--- config.mk ---
export PLATFORM = sky130hd
export DESIGN_NAME = char_traffic_gen_flat
export DESIGN_NICKNAME = d
export VERILOG_FILES = /design/src/rtl/char_gen_pkg.sv /design/src/rtl/char_traffic_gen_if.sv /design/src/rtl/char_lfsr32.sv /design/src/rtl/char_traffic_gen.sv /design/src/flat_wrapper.sv
export SDC_FILE = /design/constraint.sdc
export NUM_CORES = 1
export LEC_CHECK = 0
export ABC_AREA = 1
export CAP_MARGIN = 15
export CORE_MARGIN = 2
export CORE_UTILIZATION = 45
export DETAILED_ROUTE_END_ITERATION = 10
export DONT_BUFFER_PORTS = 1
export HOLD_SLACK_MARGIN = 0.02
export PLACE_DENSITY = 0.58
export SLEW_MARGIN = 20
export SYNTH_ARGS = -nofsm -noshare
export SYNTH_HDL_FRONTEND = slang
export SYNTH_SLANG_ARGS = --single-unit
--- constraint.sdc ---
create_clock -name clk -period 2.5 [get_ports clk]
set_input_delay 0.125 -clock clk [delete_from_list [all_inputs] [get_ports clk]]
set_output_delay 0.125 -clock clk [all_outputs]
set_load 0.005 [all_outputs]
--- src/rtl/char_gen_pkg.sv ---
// Shared types and constants for the operand-stream generator.
package char_gen_pkg;

  typedef enum logic [1:0] {
    StIdle,
    StSend,
    StGap,
    StDone
  } state_e;

  // Data pattern selectors
  localparam logic [1:0] ModeTherm  = 2'd0;
  localparam logic [1:0] ModeLfsr   = 2'd1;
  localparam logic [1:0] ModeZero   = 2'd2;
  localparam logic [1:0] ModeToggle = 2'd3;

  localparam logic [31:0] LfsrPoly    = 32'h8020_0003;
  localparam logic [31:0] DefaultSeed = 32'hACE1_2345;

  // One step of the Galois right-shift LFSR
  function automatic logic [31:0] lfsr_next(input logic [31:0] value);
    return (value >> 1) ^ (value[0] ? LfsrPoly : 32'h0);
  endfunction

endpackage

--- src/rtl/char_traffic_gen_if.sv ---
// Control, configuration and operand-stream signals of the generator.
interface char_traffic_gen_if #(
  parameter int unsigned N  = 24,
  parameter int unsigned CW = 16
);
  logic          start;
  logic          stop;
  logic [1:0]    mode;
  logic [CW-1:0] payload_len;
  logic [CW-1:0] gap_len;
  logic [CW-1:0] num_pkts;
  logic [31:0]   seed;
  logic [N-1:0]  op_a;
  logic [N-1:0]  op_b;
  logic          op_valid;
  logic          busy;
  logic          done;
  logic [CW-1:0] pkt_cnt;
  logic [31:0]   active_cycles;

  // Generator side: sources the operand stream and status
  modport master (
    input  start, stop, mode, payload_len, gap_len, num_pkts, seed,
    output op_a, op_b, op_valid, busy, done, pkt_cnt, active_cycles
  );

  // Controller / consumer side
  modport slave (
    output start, stop, mode, payload_len, gap_len, num_pkts, seed,
    input  op_a, op_b, op_valid, busy, done, pkt_cnt, active_cycles
  );
endinterface

--- src/rtl/char_lfsr32.sv ---
// 32-bit Galois LFSR with synchronous load and step enable.
module char_lfsr32
  import char_gen_pkg::*;
#(
  parameter logic [31:0] LFSR_SEED = DefaultSeed
) (
  input  logic        clk,
  input  logic        rst_n,
  input  logic        i_load,
  input  logic        i_enable,
  input  logic [31:0] i_seed,
  output logic [31:0] o_value
);

  logic [31:0] r_lfsr;

  // Load takes priority over stepping
  always_ff @(posedge clk or negedge rst_n) begin
    if (!rst_n) begin
      r_lfsr <= LFSR_SEED;
    end else if (i_load) begin
      r_lfsr <= i_seed;
    end else if (i_enable) begin
      r_lfsr <= lfsr_next(r_lfsr);
    end
  end

  assign o_value = r_lfsr;

endmodule

--- src/rtl/char_traffic_gen.sv ---
// Operand-stream generator: packets of flits separated by idle gaps, with
// selectable data pattern and active-cycle accounting.
module char_traffic_gen
  import char_gen_pkg::*;
#(
  parameter int unsigned N         = 24,
  parameter int unsigned CW        = 16,
  parameter logic [31:0] LFSR_SEED = DefaultSeed
) (
  input logic                clk,
  input logic                rst_n,
  char_traffic_gen_if.master bus
);

  localparam int unsigned WW = 2 * N;
  localparam int unsigned TW = $clog2(WW + 1);

  state_e        r_state, w_state_next;
  logic [1:0]    r_mode;
  logic [CW-1:0] r_payload_len, r_gap_len, r_num_pkts;
  logic [CW-1:0] r_flit, r_gap_cnt, r_pkt_cnt;
  logic [TW-1:0] r_therm;
  logic [N-1:0]  r_op_a, r_op_b;
  logic          r_op_valid, r_done;
  logic [31:0]   r_active;

  logic          w_start_ok, w_empty, w_in_send;
  logic          w_last_flit, w_last_pkt, w_gap_end, w_flit_odd;
  logic [CW-1:0] w_pkt_inc;
  logic [WW-1:0] w_therm, w_word;
  logic [31:0]   w_lfsr, w_seed;

  assign w_start_ok  = (r_state == StIdle) && bus.start && !bus.stop;
  assign w_empty     = (bus.payload_len == '0) || (bus.num_pkts == '0);
  assign w_in_send   = (r_state == StSend);
  assign w_last_flit = (r_flit == r_payload_len - CW'(1));
  assign w_pkt_inc   = r_pkt_cnt + CW'(1);
  assign w_last_pkt  = (w_pkt_inc == r_num_pkts);
  assign w_gap_end   = (r_gap_cnt == r_gap_len - CW'(1));
  assign w_flit_odd  = r_flit[0];
  assign w_seed      = (bus.seed == 32'h0) ? LFSR_SEED : bus.seed;

  char_lfsr32 #(
    .LFSR_SEED (LFSR_SEED)
  ) u_lfsr (
    .clk      (clk),
    .rst_n    (rst_n),
    .i_load   (w_start_ok),
    .i_enable (w_in_send),
    .i_seed   (w_seed),
    .o_value  (w_lfsr)
  );

  // State register
  always_ff @(posedge clk or negedge rst_n) begin
    if (!rst_n) r_state <= StIdle;
    else        r_state <= w_state_next;
  end

  // Next-state logic; stop wins over packet sequencing but not over the flit itself
  always_comb begin
    w_state_next = r_state;
    unique case (r_state)
      StIdle: begin
        if (bus.start && !bus.stop) w_state_next = w_empty ? StDone : StSend;
      end
      StSend: begin
        if (bus.stop) begin
          w_state_next = StDone;
        end else if (w_last_flit) begin
          if (w_last_pkt)              w_state_next = StDone;
          else if (r_gap_len == '0)    w_state_next = StSend;
          else                         w_state_next = StGap;
        end
      end
      StGap: begin
        if (bus.stop)       w_state_next = StDone;
        else if (w_gap_end) w_state_next = StSend;
      end
      StDone:  w_state_next = StIdle;
      default: w_state_next = StIdle;
    endcase
  end

  // Run configuration captured when a run is accepted
  always_ff @(posedge clk or negedge rst_n) begin
    if (!rst_n) begin
      r_mode        <= ModeTherm;
      r_payload_len <= '0;
      r_gap_len     <= '0;
      r_num_pkts    <= '0;
    end else if (w_start_ok) begin
      r_mode        <= bus.mode;
      r_payload_len <= bus.payload_len;
      r_gap_len     <= bus.gap_len;
      r_num_pkts    <= bus.num_pkts;
    end
  end

  // Flit index and thermometer position; both restart every packet
  always_ff @(posedge clk or negedge rst_n) begin
    if (!rst_n) begin
      r_flit  <= '0;
      r_therm <= '0;
    end else if (w_start_ok || (w_in_send && w_last_flit)) begin
      r_flit  <= '0;
      r_therm <= '0;
    end else if (w_in_send) begin
      r_flit  <= r_flit + CW'(1);
      r_therm <= (r_therm == TW'(WW)) ? '0 : r_therm + TW'(1);
    end
  end

  // Idle-gap cycle counter
  always_ff @(posedge clk or negedge rst_n) begin
    if (!rst_n)                  r_gap_cnt <= '0;
    else if (r_state == StGap)   r_gap_cnt <= r_gap_cnt + CW'(1);
    else                         r_gap_cnt <= '0;
  end

  // Packet and active-cycle accounting, cleared at run start
  always_ff @(posedge clk or negedge rst_n) begin
    if (!rst_n) begin
      r_pkt_cnt <= '0;
      r_active  <= '0;
    end else if (w_start_ok) begin
      r_pkt_cnt <= '0;
      r_active  <= '0;
    end else if (w_in_send) begin
      if (w_last_flit)      r_pkt_cnt <= w_pkt_inc;
      if (r_active != '1)   r_active  <= r_active + 32'd1;
    end
  end

  // Thermometer code with r_therm ones in the low bits
  always_comb begin
    w_therm = '0;
    for (int i = 0; i < WW; i++) w_therm[i] = (TW'(i) < r_therm);
  end

  // Flit word for the current pattern
  always_comb begin
    w_word = '0;
    unique case (r_mode)
      ModeTherm:  w_word = w_flit_odd ? ~w_therm : w_therm;
      ModeLfsr:   w_word = {w_lfsr[31:32-N], w_lfsr[N-1:0]};
      ModeZero:   w_word = '0;
      ModeToggle: w_word = {WW{w_flit_odd}};
      default:    w_word = '0;
    endcase
  end

  // Operand registers hold outside SEND so the block under test sees no toggles
  always_ff @(posedge clk or negedge rst_n) begin
    if (!rst_n) begin
      r_op_a     <= '0;
      r_op_b     <= '0;
      r_op_valid <= 1'b0;
      r_done     <= 1'b0;
    end else begin
      r_op_valid <= w_in_send;
      r_done     <= (r_state == StDone);
      if (w_in_send) begin
        r_op_a <= w_word[N-1:0];
        r_op_b <= w_word[WW-1:N];
      end
    end
  end

  assign bus.op_a          = r_op_a;
  assign bus.op_b          = r_op_b;
  assign bus.op_valid      = r_op_valid;
  assign bus.busy          = (r_state != StIdle);
  assign bus.done          = r_done;
  assign bus.pkt_cnt       = r_pkt_cnt;
  assign bus.active_cycles = r_active;

endmodule
--- src/flat_wrapper.sv ---
// flat-port wrapper written by rule: the top's interface ports become plain ports
module char_traffic_gen_flat import char_gen_pkg::*;
#(
  parameter int unsigned N         = 24,
  parameter int unsigned CW        = 16,
  parameter logic [31:0] LFSR_SEED = DefaultSeed
)
  (clk, rst_n, bus_start, bus_stop, bus_mode, bus_payload_len, bus_gap_len, bus_num_pkts, bus_seed, bus_op_a, bus_op_b, bus_op_valid, bus_busy, bus_done, bus_pkt_cnt, bus_active_cycles);
  char_traffic_gen_if #(.N(N), .CW(CW)) bus_i ();
  input logic clk;
  input logic rst_n;
  input wire logic [$bits(bus_i.start)-1:0] bus_start;
  input wire logic [$bits(bus_i.stop)-1:0] bus_stop;
  input wire logic [$bits(bus_i.mode)-1:0] bus_mode;
  input wire logic [$bits(bus_i.payload_len)-1:0] bus_payload_len;
  input wire logic [$bits(bus_i.gap_len)-1:0] bus_gap_len;
  input wire logic [$bits(bus_i.num_pkts)-1:0] bus_num_pkts;
  input wire logic [$bits(bus_i.seed)-1:0] bus_seed;
  output wire logic [$bits(bus_i.op_a)-1:0] bus_op_a;
  output wire logic [$bits(bus_i.op_b)-1:0] bus_op_b;
  output wire logic [$bits(bus_i.op_valid)-1:0] bus_op_valid;
  output wire logic [$bits(bus_i.busy)-1:0] bus_busy;
  output wire logic [$bits(bus_i.done)-1:0] bus_done;
  output wire logic [$bits(bus_i.pkt_cnt)-1:0] bus_pkt_cnt;
  output wire logic [$bits(bus_i.active_cycles)-1:0] bus_active_cycles;
  assign bus_i.start = bus_start;
  assign bus_i.stop = bus_stop;
  assign bus_i.mode = bus_mode;
  assign bus_i.payload_len = bus_payload_len;
  assign bus_i.gap_len = bus_gap_len;
  assign bus_i.num_pkts = bus_num_pkts;
  assign bus_i.seed = bus_seed;
  assign bus_op_a = bus_i.op_a;
  assign bus_op_b = bus_i.op_b;
  assign bus_op_valid = bus_i.op_valid;
  assign bus_busy = bus_i.busy;
  assign bus_done = bus_i.done;
  assign bus_pkt_cnt = bus_i.pkt_cnt;
  assign bus_active_cycles = bus_i.active_cycles;
  char_traffic_gen #(.N(N), .CW(CW), .LFSR_SEED(LFSR_SEED)) u_core (.clk(clk), .rst_n(rst_n), .bus(bus_i));
endmodule
======== Word-level counts from Yosys, hierarchy flattened ========
Index checks and enable logic that the tools add are counted.
storage, ports and cells
  bits in registers ....................... 220
  input bits .............................. 86
  output and inout port bits .............. 99
  logic and storage cells ................. 134
operators by class
  add/sub/neg operators ................... 7
  order comparisons ....................... 48
  equality and inequality tests ........... 14
  muxes and demuxes ....................... 27
  bitwise operators ....................... 2
  reduce and logical (&&, ||, !) cells .... 21
operators by type and width
  cell                                                 count
  two-way mux 32 bit                                   7
  case mux 48 bit (4 select lines)                     1
  < comparator 5 x 6 -> 1 bit (first input constant)   16
  < comparator 6 bit (first input constant)            16
  two-way mux 16 bit                                   6
  adder 16 x 1 -> 16 bit (second input constant)       3
  == test 16 bit                                       3
  logical NOT 16 bit                                   3
  < comparator 4 x 6 -> 1 bit (first input constant)   8
  two-way mux 48 bit                                   1
  NOT 48 bit                                           1
  adder 32 x 1 -> 32 bit (second input constant)       1
  logical NOT 32 bit                                   1
  inequality test 32 bit (second input constant)       1
  subtractor 16 x 1 -> 16 bit (second input constant)  2
  bitwise XOR 31 x 32 -> 32 bit                        1
  < comparator 3 x 6 -> 1 bit (first input constant)   4
  two-way mux 6 bit                                    3
  two-way mux 2 bit                                    8
  < comparator 1 x 6 -> 1 bit (first input constant)   2
  < comparator 2 x 6 -> 1 bit (first input constant)   2
  nonzero test 2 bit                                   5
  == test 2 bit (second input constant)                4
  case mux 2 bit (4 select lines)                      1
  12 further kinds                                     19

======== Depth between registers and ports, before layout ========
Gate-level depths: netlist of the first run.
  word-level depth ........................ 6
  mapped depth ............................ 17
  depth with buffers taken out ............ 17

======== Modules after synthesis ========
Synthesis of the first run repeated with hierarchy kept, for this count alone.
unflattened totals
  cell total of the unflattened synthesis .. 1792
  area total of the unflattened synthesis .. 13012.5 sq um
modules (own cells, without submodules)
  module            times used  cells each  area each (sq um)  seq. area each (sq um)
  char_traffic_gen  1           1606        11539.8            4704.5
  char_lfsr32       1           186         1472.7             818.3

======== Worst setup path after synthesis of the first run ========
Ideal clock, no wire load.
  path kind ............................... register to register
  start ................................... reg u_core.r_payload_len[0]
  end ..................................... reg u_core.r_therm[0]
  library setup time ...................... 0.133 ns
  data arrival time ....................... 1.873 ns
  required time ........................... 2.367 ns
  setup slack ............................. 0.494 ns
  stages on the path, launching flop included .. 15
  path buffers ............................ 1
  period minus slack after synthesis ...... 2.006 ns
  cell sequence ........................... dfrtp_1 inv_1 ha_1 nand2_2 nor2_4 nand2_1 nand3_1 nand2_1 nor2_1 nand4_1 nor2_2 nand3_4 nand2_4 buf_6 o22ai_1
on the way
  cells in the longest elaborated chain, start to end .. 5
  elaborated cells between the ends (all ways) .. 6
  classes of those cells .................. add/sub: 1; eq/ne: 1; mux: 1; reduce/logical: 3
RTL lines
  item                                                            RTL line                 RTL
  start: declaration                                              char_traffic_gen.sv:20   logic [CW-1:0] r_payload_len, r_gap_len, r_num_pkts;
  start signal: assignment                                        char_traffic_gen.sv:94   r_payload_len <= bus.payload_len;
  subtractor 16 x 1 -> 16 bit (*)                                 char_traffic_gen.sv:36   assign w_last_flit = (r_flit == r_payload_len - CW'(1));
  == test 16 bit (*)                                              char_traffic_gen.sv:36
  logical AND 1 bit (*)                                           char_traffic_gen.sv:105  end else if (w_start_ok || (w_in_send && w_last_flit)) begin
  logical OR 1 bit (*)                                            char_traffic_gen.sv:105
  two-way mux 6 bit / nonzero test 2 bit (equally long branches)  n/a
  end signal: assignment                                          char_traffic_gen.sv:110  r_therm <= (r_therm == TW'(WW)) ? '0 : r_therm + TW'(1);
  end: declaration                                                char_traffic_gen.sv:22   logic [TW-1:0] r_therm;
Mark *: on every way between the ends. The rest lies on a longest branch, timed or not.
A chain may end at the register's enable or synchronous reset.

======== Worst setup path in the final report of the first run ========
  start ................................... reg u_core.r_payload_len[0]
  end ..................................... reg u_core.r_pkt_cnt[13] (netlist: u_core.bus.pkt_cnt[13])
on the way
  cells in the longest elaborated chain, start to end .. 4
RTL lines
  item                           RTL line                 RTL
  subtractor 16 x 1 -> 16 bit    char_traffic_gen.sv:36
  == test 16 bit                 char_traffic_gen.sv:36
  nonzero test 2 bit (no line)   n/a
  AND reduction 2 bit (no line)  n/a
  end signal: assignment         char_traffic_gen.sv:130  if (w_last_flit) r_pkt_cnt <= w_pkt_inc;
  end: declaration               char_traffic_gen.sv:21   logic [CW-1:0] r_flit, r_gap_cnt, r_pkt_cnt;
No other way between the ends.

==> results of run 1 <==
## cell usage after synthesis (5+ instances only)
cell type	instances
xor2_1	44
buf_2	5
a221oi_1	15
clkbuf_1	47
o22ai_1	27
o21ai_1	10
o21ai_0	119
xnor2_1	18
buf_1	5
dfrtp_1	206
nand4_1	39
inv_1	203
o221ai_1	9
nand2_1	381
nand3b_1	9
a21oi_1	132
o211ai_1	12
nor2_1	226
nor3_1	38
ha_1	9
nor4_1	17
nand3_1	97
dfstp_2	14
## final cells by class
type | instances | area share (%)
tap | 378 | 3.13
multi-input combinational | 1248 | 41.4
clock inverter | 13 | 1.43
timing repair inverter | 1 | 0.0414
clock buffer | 34 | 4.92
sequential | 220 | 36.6
timing repair buffer | 114 | 7.23
inverter | 210 | 5.29
## power groups by stage
stage               clock [mW]  combinational (mW)  sequential [mW]
CTS                       4.29                7.16             6.40
detailed placement           0                7.00             6.45
global route              4.44                8.26             6.61
floorplan                    0                5.42             5.93
global placement             0                6.92             6.44
finish                    4.22                7.25             6.41
## routing by layer
metal | vias up | GRT usage, %
met5 | - | 0
met2 | 367 | 40.2
met4 | 2 | 6.32
li1 | 5917 | -
met1 | 5631 | 35.0
met3 | 69 | 5.26
## repair_timing
action | 4_1_cts | 5_1_grt
setup endpoints to repair | 0 | 48
hold endpoints to repair | 304 | 220
gates resized for setup | 0 | 19
buffers inserted | 0 | 4
## final timing paths
kind                       slack, ns  depth (start not counted)                     from                         to
min                            -0.71                          0                    rst_n    u_core.r_payload_len[9]
max reg2reg                     0.21                         14  u_core.r_payload_len[0]     u_core.bus.pkt_cnt[13]
min in group clk                0.16                          6             bus_seed[14]  u_core.u_lfsr.o_value[21]
max in group asynchronous       2.81                          0                    rst_n  u_core.u_lfsr.o_value[26]
min reg2reg                     0.50                          1     u_core.r_gap_cnt[15]       u_core.r_gap_cnt[15]
max                             0.21                         14  u_core.r_payload_len[0]     u_core.bus.pkt_cnt[13]
## logic make-up (layout without fill, tap and decap cells)
| kind of cell | after synthesis | in the layout |
|---|---|---|
| buf+inv | 271 | 372 |
| simple gates | 832 | 835 |
| fa+ha+maj | 9 | 9 |
| compound gates | 342 | 342 |
| xor+xnor | 62 | 62 |
| flops | 220 | 220 |
## state kept, by name (all words and copies together) (netlist names)
name                      cells
u_core.bus.op_a              24
u_core.r_state                2
u_core.r_flit                16
u_core.r_payload_len         16
u_core.r_gap_cnt             16
u_core.bus.done               1
u_core.bus.op_valid           1
u_core.u_lfsr.o_value        32
u_core.r_num_pkts            16
u_core.r_mode                 2
u_core.r_therm                6
u_core.bus.op_b              24
u_core.r_gap_len             16
u_core.bus.pkt_cnt           16
u_core.bus.active_cycles     32
## critical path: cells and delay by family, from the launching register on
| family | cells | cell delay (ns) |
|---|---|---|
| simple gates | 9 | 1.05 |
| buf+inv | 3 | 0.42 |
| flops | 1 | 0.38 |
| fa+ha+maj | 1 | 0.21 |
| compound gates | 1 | 0.14 |
## stage by stage
step                setup TNS (ns)  instance area [sq um]  power (mW)
floorplan                        0                  12700        11.4
global placement                 0                  13200        13.4
detailed placement               0                  13200        13.5
CTS                              0                  15000        17.9
global route              -0.00264                  15100        19.3
finish                           0                  15100        17.9
==> metrics.cfg, run 1 <==
[finish]
final_core_util_pct = 54.3
fin_nets = 1916
multi_input_area_sq_um = 6240
layout-drive-gt1-share_pct = 6.96
mostFrequentLayoutCell = nand2_1
num_antenna_cells = 0
regArea_sq_um = 5530
area_growth_pct = 18.7
fill_cells = 2656
layout_common_cells = nand2_1 (380), nor2_1 (218), dfrtp_1 (203)
fin_cells = 2218

[placed_design]
gp_congestion = 0.885
placed_cells = 2079
port_buffers = 0
place_hpwl_mm = 26.4
dp_slack_ns = 0.169

[worst_setup_path]
cp.arrival_ns = 2.73
critPathKind = reg -> reg
end_kind = flip-flop
cp_slowest_cell = dfrtp_1
crit_chain = inv_1 > ha_1 > nand2_2 > nor2_4 > nand2_1 > nand3_1 > nand2_1 > nor2_1 > nand4_1 > nor2_4 > nand3_4 > buf_12 > buf_4 > o22ai_1
max_stage_delay_ns = 0.38
worst-path-max-fanout = 7
cp-start-kind = flip-flop
required_ns = 2.94

[power_and_ir_drop]
intPower_mw = 10.3
power_frac_clock_pct = 23.6
p_sw_share_pct = 42.6
peakVddDrop_v = 0.000552
pwr-share-seq_pct = 35.8
p_leak_nw = 6.82
pwr-share-comb_pct = 40.6
power.density_nw_per_um2 = 1180
p_switching_mw = 7.61

[global_routing]
grt_use_total_pct = 25.2
gr-total-overflow = 0
antenna_found_initial = 1
grt_pass1_wl_mm = 59.6
grt_pass1_vias = 11400
grt_start_max_net_pins = 221

[sta]
finalHoldViolCount = 220
setup_ws_ns = 0.215
clock.fmax_mhz = 438
finalSetupViolations = 0
maxSlewViolCount = 0
relSlewSlack_pct = 50.4
whs_ns = -0.706
period_share_pct = 91.4
period_needed_ns = 2.29
tightest_slew_ns = 0.744
clock_skew_ns = 0.00991

[synth]
synthCells = 1736
synth.area.top_cells = dfrtp_1 (41%), nand2_1 (11%), nor2_1 (6.7%)
yosysWarnings = 0
synth.cell_area_sq_um = 12700
synth-xor-area-share_pct = 4.27
synth_edf_count = 0
yosys.area.top_type_share_pct = 40.5
syn-num-nets = 1831
yosysSeqAreaShare_pct = 43.4
synth_ff_type = dfrtp_1
synth_compound_area_share_pct = 15.1
yosysTopAreaCell = dfrtp_1
synthAdderAreaFrac_pct = 0.886
async_flop_share_pct = 100
synth_cell_types = 49
synth_top_family_by_area = simple AND/OR/NAND/NOR gates
synthMuxAreaShare_pct = 0
yosys.area_share.simple_pct = 28.0
ys_seq_elements = 220
avgSynthCellArea_sq_um = 7.32

[hold_path]
hold_path.class = in -> async

[die]
die_area_sq_um = 29600
dieHeight_um = 172
die_x_um = 172
rows = 61
coreArea_sq_um = 27800
start_util_pct = 45.8
pin_count = 185

[route]
vias = 12000
dr_wl_met2_mm = 17.4
drt-met1-wl_mm = 17.1
postRouteWirelength_mm = 37.9
top_layer = met5
route.met3.wl_mm = 2.55
dr.pass1.iters = 5
drtAntennaViolNets = 0
vias_per_cell = 5.40
first_iter_violations = 792
drc_errors = 0
wire_per_inst_um = 17.1

[clock_network]
path_clk_slew_ns = 0.06
hold_buffers = 84
cts_max_path_buffers = 3
insertion_delay_ns = 0.53
cts_tree = yes
clockRootBuffer = clkbuf_16
cts.sinks = 220
cts_made_buffers = 26
htreeDepth = 1

[outcome]
violations = negative hold slack
status = complete, but fails checks

[job]
maxCapViolCount = 0

No activity file was read; power rests on OpenSTA's default activity.
==> run 2, diff against run 1 <==
ABC_AREA = default   (was 1)
==> run 2 against run 1 <==
Net effect:
- the flow finishes with violations (negative hold slack, negative setup slack)
- synthesized cell count decreased by 13%
- clock skew grew 0.0045 ns
- first-iteration DRC count rose by 2.1%
- fmax decreased by 22%
- largest cell class unchanged
- non-clock buffer count increased by 124
==> metrics.cfg, run 2 <==
[synth]
async_flop_share_pct = 100  ; unchanged
netlist_top_cells_count = nand2_1 (255), dfrtp_1 (206), nor2_1 (198), a21oi_1 (99), o21ai_0 (97)
synth.cell_area_sq_um = 12600  ; -1.2%
ys_seq_elements = 220  ; unchanged
yosys.area.top_type_share_pct = 41.0  ; +0.50 points
syn-num-nets = 1611  ; -12%
synth_ff_type = dfrtp_1
avgSynthCellArea_sq_um = 8.28  ; +13%
yosysSeqAreaShare_pct = 44.0  ; +0.54 points
yosysMostFrequentCell = nand2_1
synthCells = 1516  ; -13%
synth_cell_types = 69  ; +41%
yosysTopAreaCell = dfrtp_1
yosysWarnings = 0  ; unchanged
synth_edf_count = 0  ; unchanged
synth.area.top_cells = dfrtp_1 (41%), nand2_1 (7.6%), nor2_1 (5.9%)

[power_and_ir_drop]
peakVddDrop_v = 0.000514  ; -6.8%
power.density_nw_per_um2 = 1160  ; -1.7%
p_leak_nw = 6.93  ; +1.6%

[finish]
layout-drive-gt1-share_pct = 16.1  ; +9.2 points
fill_cells = 2562  ; -3.5%
design_area_sq_um = 15900  ; +5.5%
num_antenna_cells = 0  ; unchanged
area_growth_pct = 26.9
fin_nets = 1776  ; -7.3%
mostFrequentLayoutCell = nand2_1
layout_common_cells = nand2_1 (251), dfrtp_1 (203), nor2_1 (192)

[worst_setup_path]
worst-path-max-fanout = 7  ; unchanged
r2r_slack_ns = -0.44  ; -0.66 ns
crit_top_cell = buf_6
end_kind = flip-flop
timing.rr.start = u_core.r_payload_len[0]
critPathKind = reg -> reg
reg2regPathDepth = 12  ; -2
cp-start-kind = flip-flop
cp_slowest_cell = or4b_4
crit_chain = inv_2 > ha_4 > or4b_4 > or4_4 > o211ai_1 > o221a_1 > a21boi_4 > buf_6 > a21oi_4 > buf_6 > a21o_1 > a22o_1
timing.rr.end = u_core.r_flit[7]
cp.arrival_ns = 3.36  ; +0.63 ns
max_stage_delay_ns = 0.46  ; +0.08 ns
required_ns = 2.92  ; -0.02 ns

[sta]
finalHoldViolCount = 220  ; unchanged
finalSetupViolations = 40  ; +40
clock_skew_ns = 0.0144  ; +0.00448 ns
relSlewSlack_pct = 50.9  ; +0.49 points
rsz0062_at_grt = yes
clock.fmax_mhz = 340  ; -22%
tightest_slew_ns = 0.735  ; -0.00908 ns
period_needed_ns = 2.94  ; +0.655 ns
maxSlewViolCount = 0  ; unchanged
whs_ns = -0.716  ; -0.0103 ns
period_share_pct = 118  ; +26 points
setup_ws_ns = -0.440  ; -0.655 ns

[clock_network]
hold_buffers = 84  ; unchanged
cts_max_path_buffers = 3  ; unchanged
cts_tree = yes
cts.sinks = 220  ; unchanged
cts_made_buffers = 26  ; unchanged
clockRootBuffer = clkbuf_16
htreeDepth = 1  ; unchanged
path_clk_slew_ns = 0.06  ; about the same
insertion_delay_ns = 0.54  ; about the same

[outcome]
status = complete, but fails checks
violations = negative hold slack, negative setup slack

[route]
wire_per_inst_um = 18.3  ; +6.9%
vias = 11600  ; -3.5%
dr.pass1.iters = 5  ; unchanged
postRouteWirelength_mm = 38.0  ; +0.13%
drc_errors = 0  ; unchanged
drtAntennaViolNets = 0  ; unchanged
vias_per_cell = 5.57  ; +3.0%
first_iter_violations = 809  ; +2.1%

[placed_design]
dp_slack_ns = -0.511  ; -0.680 ns
place_hpwl_mm = 26.1  ; -1.1%
port_buffers = 0  ; unchanged
dpl-instance-area_sq_um = 13800  ; +4.9%
gp_congestion = 0.860  ; -2.9%

[die]
die_x_um = 171  ; -0.60%
die_area_sq_um = 29300  ; -1.2%
rows = 61  ; unchanged
start_util_pct = 45.5  ; -0.31 points
dieHeight_um = 171  ; -0.60%
pin_count = 185  ; unchanged
coreArea_sq_um = 27600  ; -0.55%

[global_routing]
gr-total-overflow = 0  ; unchanged
grt_pass1_vias = 11400  ; -0.39%
grt_use_total_pct = 26.1  ; +0.91 points
grt_start_max_net_pins = 221  ; unchanged
grt_pass1_wl_mm = 60.9  ; +2.3%
antenna_found_initial = 0  ; -1

[hold_path]
hold_path.class = in -> async

[job]
maxCapViolCount = 0  ; unchanged

[run 2: cell type report]
cell class / count / area [sq um] / share of cell area (%)
Sequential cell: 220 / 5530 / 34.7
Multi-Input combinational cell: 1166 / 6850 / 43.0
Inverter: 29 / 109 / 0.683
Timing Repair Buffer: 238 / 2120 / 13.3
Tap cell: 378 / 473 / 2.97
Clock buffer: 38 / 756 / 4.74
Clock inverter: 8 / 104 / 0.652
[run 2: metal layers]
layer / global-route usage [%] / vias to the layer above / wire length (um)
li1: - / 5597 / -
met1: 36.3 / 5573 / 17300
met2: 42.0 / 339 / 17500
met3: 4.53 / 57 / 2300
met4: 7.04 / 0 / 901
met5: 0 / - / 0
[run 2: cell families (layout without fill, tap and decap cells)]
kind of cell,after synthesis,after routing,synth area share (%)
and+or+nand+nor,689,689,25.1
xor gates and xnor gates,139,139,9.69
AOI/OAI and AO/OA,322,322,15.8
buffers and inverters,130,313,4.01
muxes,6,6,0.478
adders and majority gates,10,10,0.976
DFF,220,220,44.0
[run 2: power by group]
group          internal (mW)  switching [mW]
combinational           3.63            4.76
clock                   2.29            1.51
sequential              4.95            1.40
[run 2: worst max-delay path: cells and delay by family, from the launching register on]
family	cells	cell delay, ns
simple gates	2	0.89
buf+inv	3	0.38
flops	1	0.38
compound gates	6	1.01
fa+ha+maj	1	0.15
[run 2: timing repair]
item	4_1_cts	5_1_grt
endpoints found under the hold margin	304	220
pin swaps	17	7
cloned	2	1
endpoints found under the setup margin	55	75
gates resized for setup	50	24
buffers inserted	6	1
[run 2: how the worst max path moves through the flow]
stage	startpoint	endpoint	slack [ns]	cells past startpoint
2_1_floorplan	u_core.r_payload_len[0]	u_core.bus.pkt_cnt[11]	-0.39	11
3_3_place_gp	u_core.r_payload_len[1]	u_core.bus.pkt_cnt[8]	-0.45	10
3_5_place_dp	u_core.r_payload_len[1]	u_core.bus.pkt_cnt[6]	-0.51	10
4_1_cts	u_core.r_payload_len[1]	u_core.r_flit[7]	-0.46	12
5_1_grt	u_core.r_payload_len[0]	u_core.r_flit[7]	-0.55	12
6_report	u_core.r_payload_len[0]	u_core.r_flit[7]	-0.44	12
[run 2: stage by stage]
stage | utilization [%] | instances | power [mW] | TNS, ns | hold slack [ns]
2_1_floorplan | - | 1516 | 11.3 | -8.78 | -0.171
3_3_place_gp | 50.0 | 1937 | 14.0 | -13.08 | -0.161
3_5_place_dp | 50.0 | 1937 | 14.2 | -15.09 | -0.162
4_1_cts | 57.1 | 2075 | 18.5 | -14.69 | -0.732
5_1_grt | 57.7 | 2077 | 20.0 | -17.86 | -0.740
6_report | 57.7 | 2077 | 18.6 | -13.22 | -0.716
==> run 3, diff against run 2 <==
==> constraint.sdc (replaced) <==
create_clock -name clk -period 2.5 [get_ports clk]
set_input_delay 0.5 -clock clk [delete_from_list [all_inputs] [get_ports clk]]
set_output_delay 0.5 -clock clk [all_outputs]
set_load 0.005 [all_outputs]
==> run 3 against run 2 <==
Net effect:
- the run still ends with negative hold slack, negative setup slack left
- final cell count decreased by 4.0%
- flip-flop and latch count unchanged
- worst hold slack improved by 0.37 ns
- first-iteration DRC count increased by 15%
- non-clock buffer count decreased by 86
- routed wire length decreased by 3.0%
- fmax decreased by 0.93%
- highest routed layer unchanged
==> metrics.cfg, run 3 (same netlist as run 2, synthesis figures left out) <==
[outcome]
status = complete, but fails checks
violations = negative hold slack, negative setup slack

[sta]
whs_ns = -0.343  ; +0.373 ns
clock.fmax_mhz = 337  ; -0.93%
rsz0062_at_grt = yes
clock_skew_ns = 0.0179  ; +0.00348 ns
finalSetupViolations = 40  ; unchanged
period_share_pct = 119  ; +1.1 points
relSlewSlack_pct = 53.1  ; +2.2 points
tightest_slew_ns = 0.697  ; -0.0378 ns
period_needed_ns = 2.97  ; +0.0276 ns
finalHoldViolCount = 212  ; -3.6%
maxSlewViolCount = 0  ; unchanged
setup_ws_ns = -0.468  ; -0.0276 ns

[placed_design]
gp_congestion = 0.888  ; +3.3%
place_hpwl_mm = 25.9  ; -0.77%
port_buffers = 0  ; unchanged
dpl-instance-area_sq_um = 13800  ; about the same

[global_routing]
grt_use_total_pct = 24.6  ; -1.5 points
grt_pass1_vias = 10600  ; -7.0%
antenna_found_initial = 0  ; unchanged
grt_pass1_wl_mm = 57.5  ; -5.7%
grt_start_max_net_pins = 221  ; unchanged
gr-total-overflow = 0  ; unchanged

[worst_setup_path]
worst-path-max-fanout = 10  ; +3
timing.rr.end = u_core.bus.pkt_cnt[8]
cp.arrival_ns = 3.39  ; +0.03 ns
r2r_slack_ns = -0.47  ; -0.03 ns
max_stage_delay_ns = 0.47  ; about the same
end_kind = flip-flop
crit_chain = inv_2 > ha_4 > or4b_4 > or4_4 > o211ai_1 > o221a_1 > a21boi_4 > nand3_2 > and2_4 > a221o_1
critPathKind = reg -> reg
cp-start-kind = flip-flop
required_ns = 2.92  ; about the same
timing.rr.start = u_core.r_payload_len[1]
reg2regPathDepth = 10  ; -2
cp_slowest_cell = or4b_4

[clock_network]
cts.sinks = 220  ; unchanged
clockRootBuffer = clkbuf_16
insertion_delay_ns = 0.54  ; about the same
cts_made_buffers = 26  ; unchanged
htreeDepth = 1  ; unchanged
path_clk_slew_ns = 0.06  ; about the same
cts_max_path_buffers = 3  ; unchanged
cts_tree = yes

[route]
wire_per_inst_um = 18.5  ; +1.1%
drtAntennaViolNets = 0  ; unchanged
first_iter_violations = 928  ; +15%
postRouteWirelength_mm = 36.8  ; -3.0%
vias_per_cell = 5.65  ; +1.4%
drc_errors = 0  ; unchanged
dr.pass1.iters = 5  ; unchanged
vias = 11300  ; -2.7%

[power_and_ir_drop]
power.density_nw_per_um2 = 1210  ; +3.7%
p_leak_nw = 6.54  ; -5.6%
p_total_mw = 18.1  ; -2.5%
peakVddDrop_v = 0.000706  ; +37%

[die]
coreArea_sq_um = 27600  ; unchanged
rows = 61  ; unchanged
start_util_pct = 45.5  ; unchanged
die_x_um = 171  ; unchanged
dieHeight_um = 171  ; unchanged
die_area_sq_um = 29300  ; unchanged
pin_count = 185  ; unchanged

[finish]
num_antenna_cells = 0  ; unchanged
mostFrequentLayoutCell = nand2_1
fill_cells = 2626  ; +2.5%
multi_input_area_sq_um = 6820  ; -0.42%
fin_nets = 1690  ; -4.8%
layout-drive-gt1-share_pct = 17.0  ; +0.84 points
layout_common_cells = nand2_1 (248), dfrtp_1 (205), nor2_1 (192)
area_growth_pct = 19.2
design_area_sq_um = 15000  ; -6.0%
regArea_sq_um = 5520  ; about the same

[hold_path]
hold_path.class = in -> async

[job]
maxCapViolCount = 0  ; unchanged

==> run 3: how the worst max path moves through the flow <==
stage          slack (ns)                     end  cells after the start                    start
2_1_floorplan       -0.39  u_core.bus.pkt_cnt[11]                     11  u_core.r_payload_len[0]
3_3_place_gp        -0.46   u_core.bus.pkt_cnt[8]                     10  u_core.r_payload_len[1]
3_5_place_dp        -0.52   u_core.bus.pkt_cnt[6]                     10  u_core.r_payload_len[1]
4_1_cts             -0.42   u_core.bus.pkt_cnt[6]                     10  u_core.r_payload_len[1]
5_1_grt             -0.60   u_core.bus.pkt_cnt[9]                     10  u_core.r_payload_len[1]
6_report            -0.47   u_core.bus.pkt_cnt[8]                     10  u_core.r_payload_len[1]
==> run 3: power by group <==
part | leakage, nW | total (mW) | internal (mW) | switching [mW]
Combinational | 3.39 | 8.17 | 3.48 | 4.69
Sequential | 2.74 | 6.30 | 4.95 | 1.34
Clock | 0.406 | 3.62 | 2.05 | 1.58
Total | 6.54 | 18.1 | 10.5 | 7.61
==> run 3: per-layer routing <==
metal  global-route usage (%)  up-vias  part of all wire [%]
li1                         -     5424                     -
met1                     36.1     5385                    46
met2                     38.5      384                    45
met3                     3.01       58                   6.0
met4                     6.41        0                   2.8
met5                        0        -                     0
==> run 3: area by class of cell <==
cell class | instances | area share (%)
clock buffer | 34 | 4.81
clock inverter | 14 | 0.652
inverter | 29 | 0.727
multi-input combinational | 1166 | 45.5
sequential | 220 | 36.9
tap | 378 | 3.16
timing repair buffer | 152 | 8.22
==> run 3: worst max-delay path: cells and delay by family (launching register included) <==
kind	cells	cell delay, ns
DFF	1	0.38
adders and majority gates	1	0.15
buffers and inverters	1	0.08
AOI/OAI and AO/OA	4	0.97
and+or+nand+nor	4	1.26
==> run 3: what timing repair did <==
item | CTS | global route
resized for setup | 28 | 29
setup endpoints to repair | 53 | 65
hold endpoints to repair | 220 | 220
cloned | 0 | 1
pin swaps | 11 | 26
setup buffers | 6 | 3
==> run 3: stage by stage <==
step	setup TNS, ns	std cells	utilization, %	hold WS, ns	worst slack [ns]
2_1_floorplan	-8.78	1516	-	0.204	-0.394
3_3_place_gp	-13.40	1936	50.0	0.214	-0.462
3_5_place_dp	-14.89	1936	50.0	0.211	-0.516
4_1_cts	-14.10	1990	53.6	-0.366	-0.423
5_1_grt	-21.05	1993	54.2	-0.359	-0.597
6_report	-15.52	1993	54.2	-0.343	-0.468
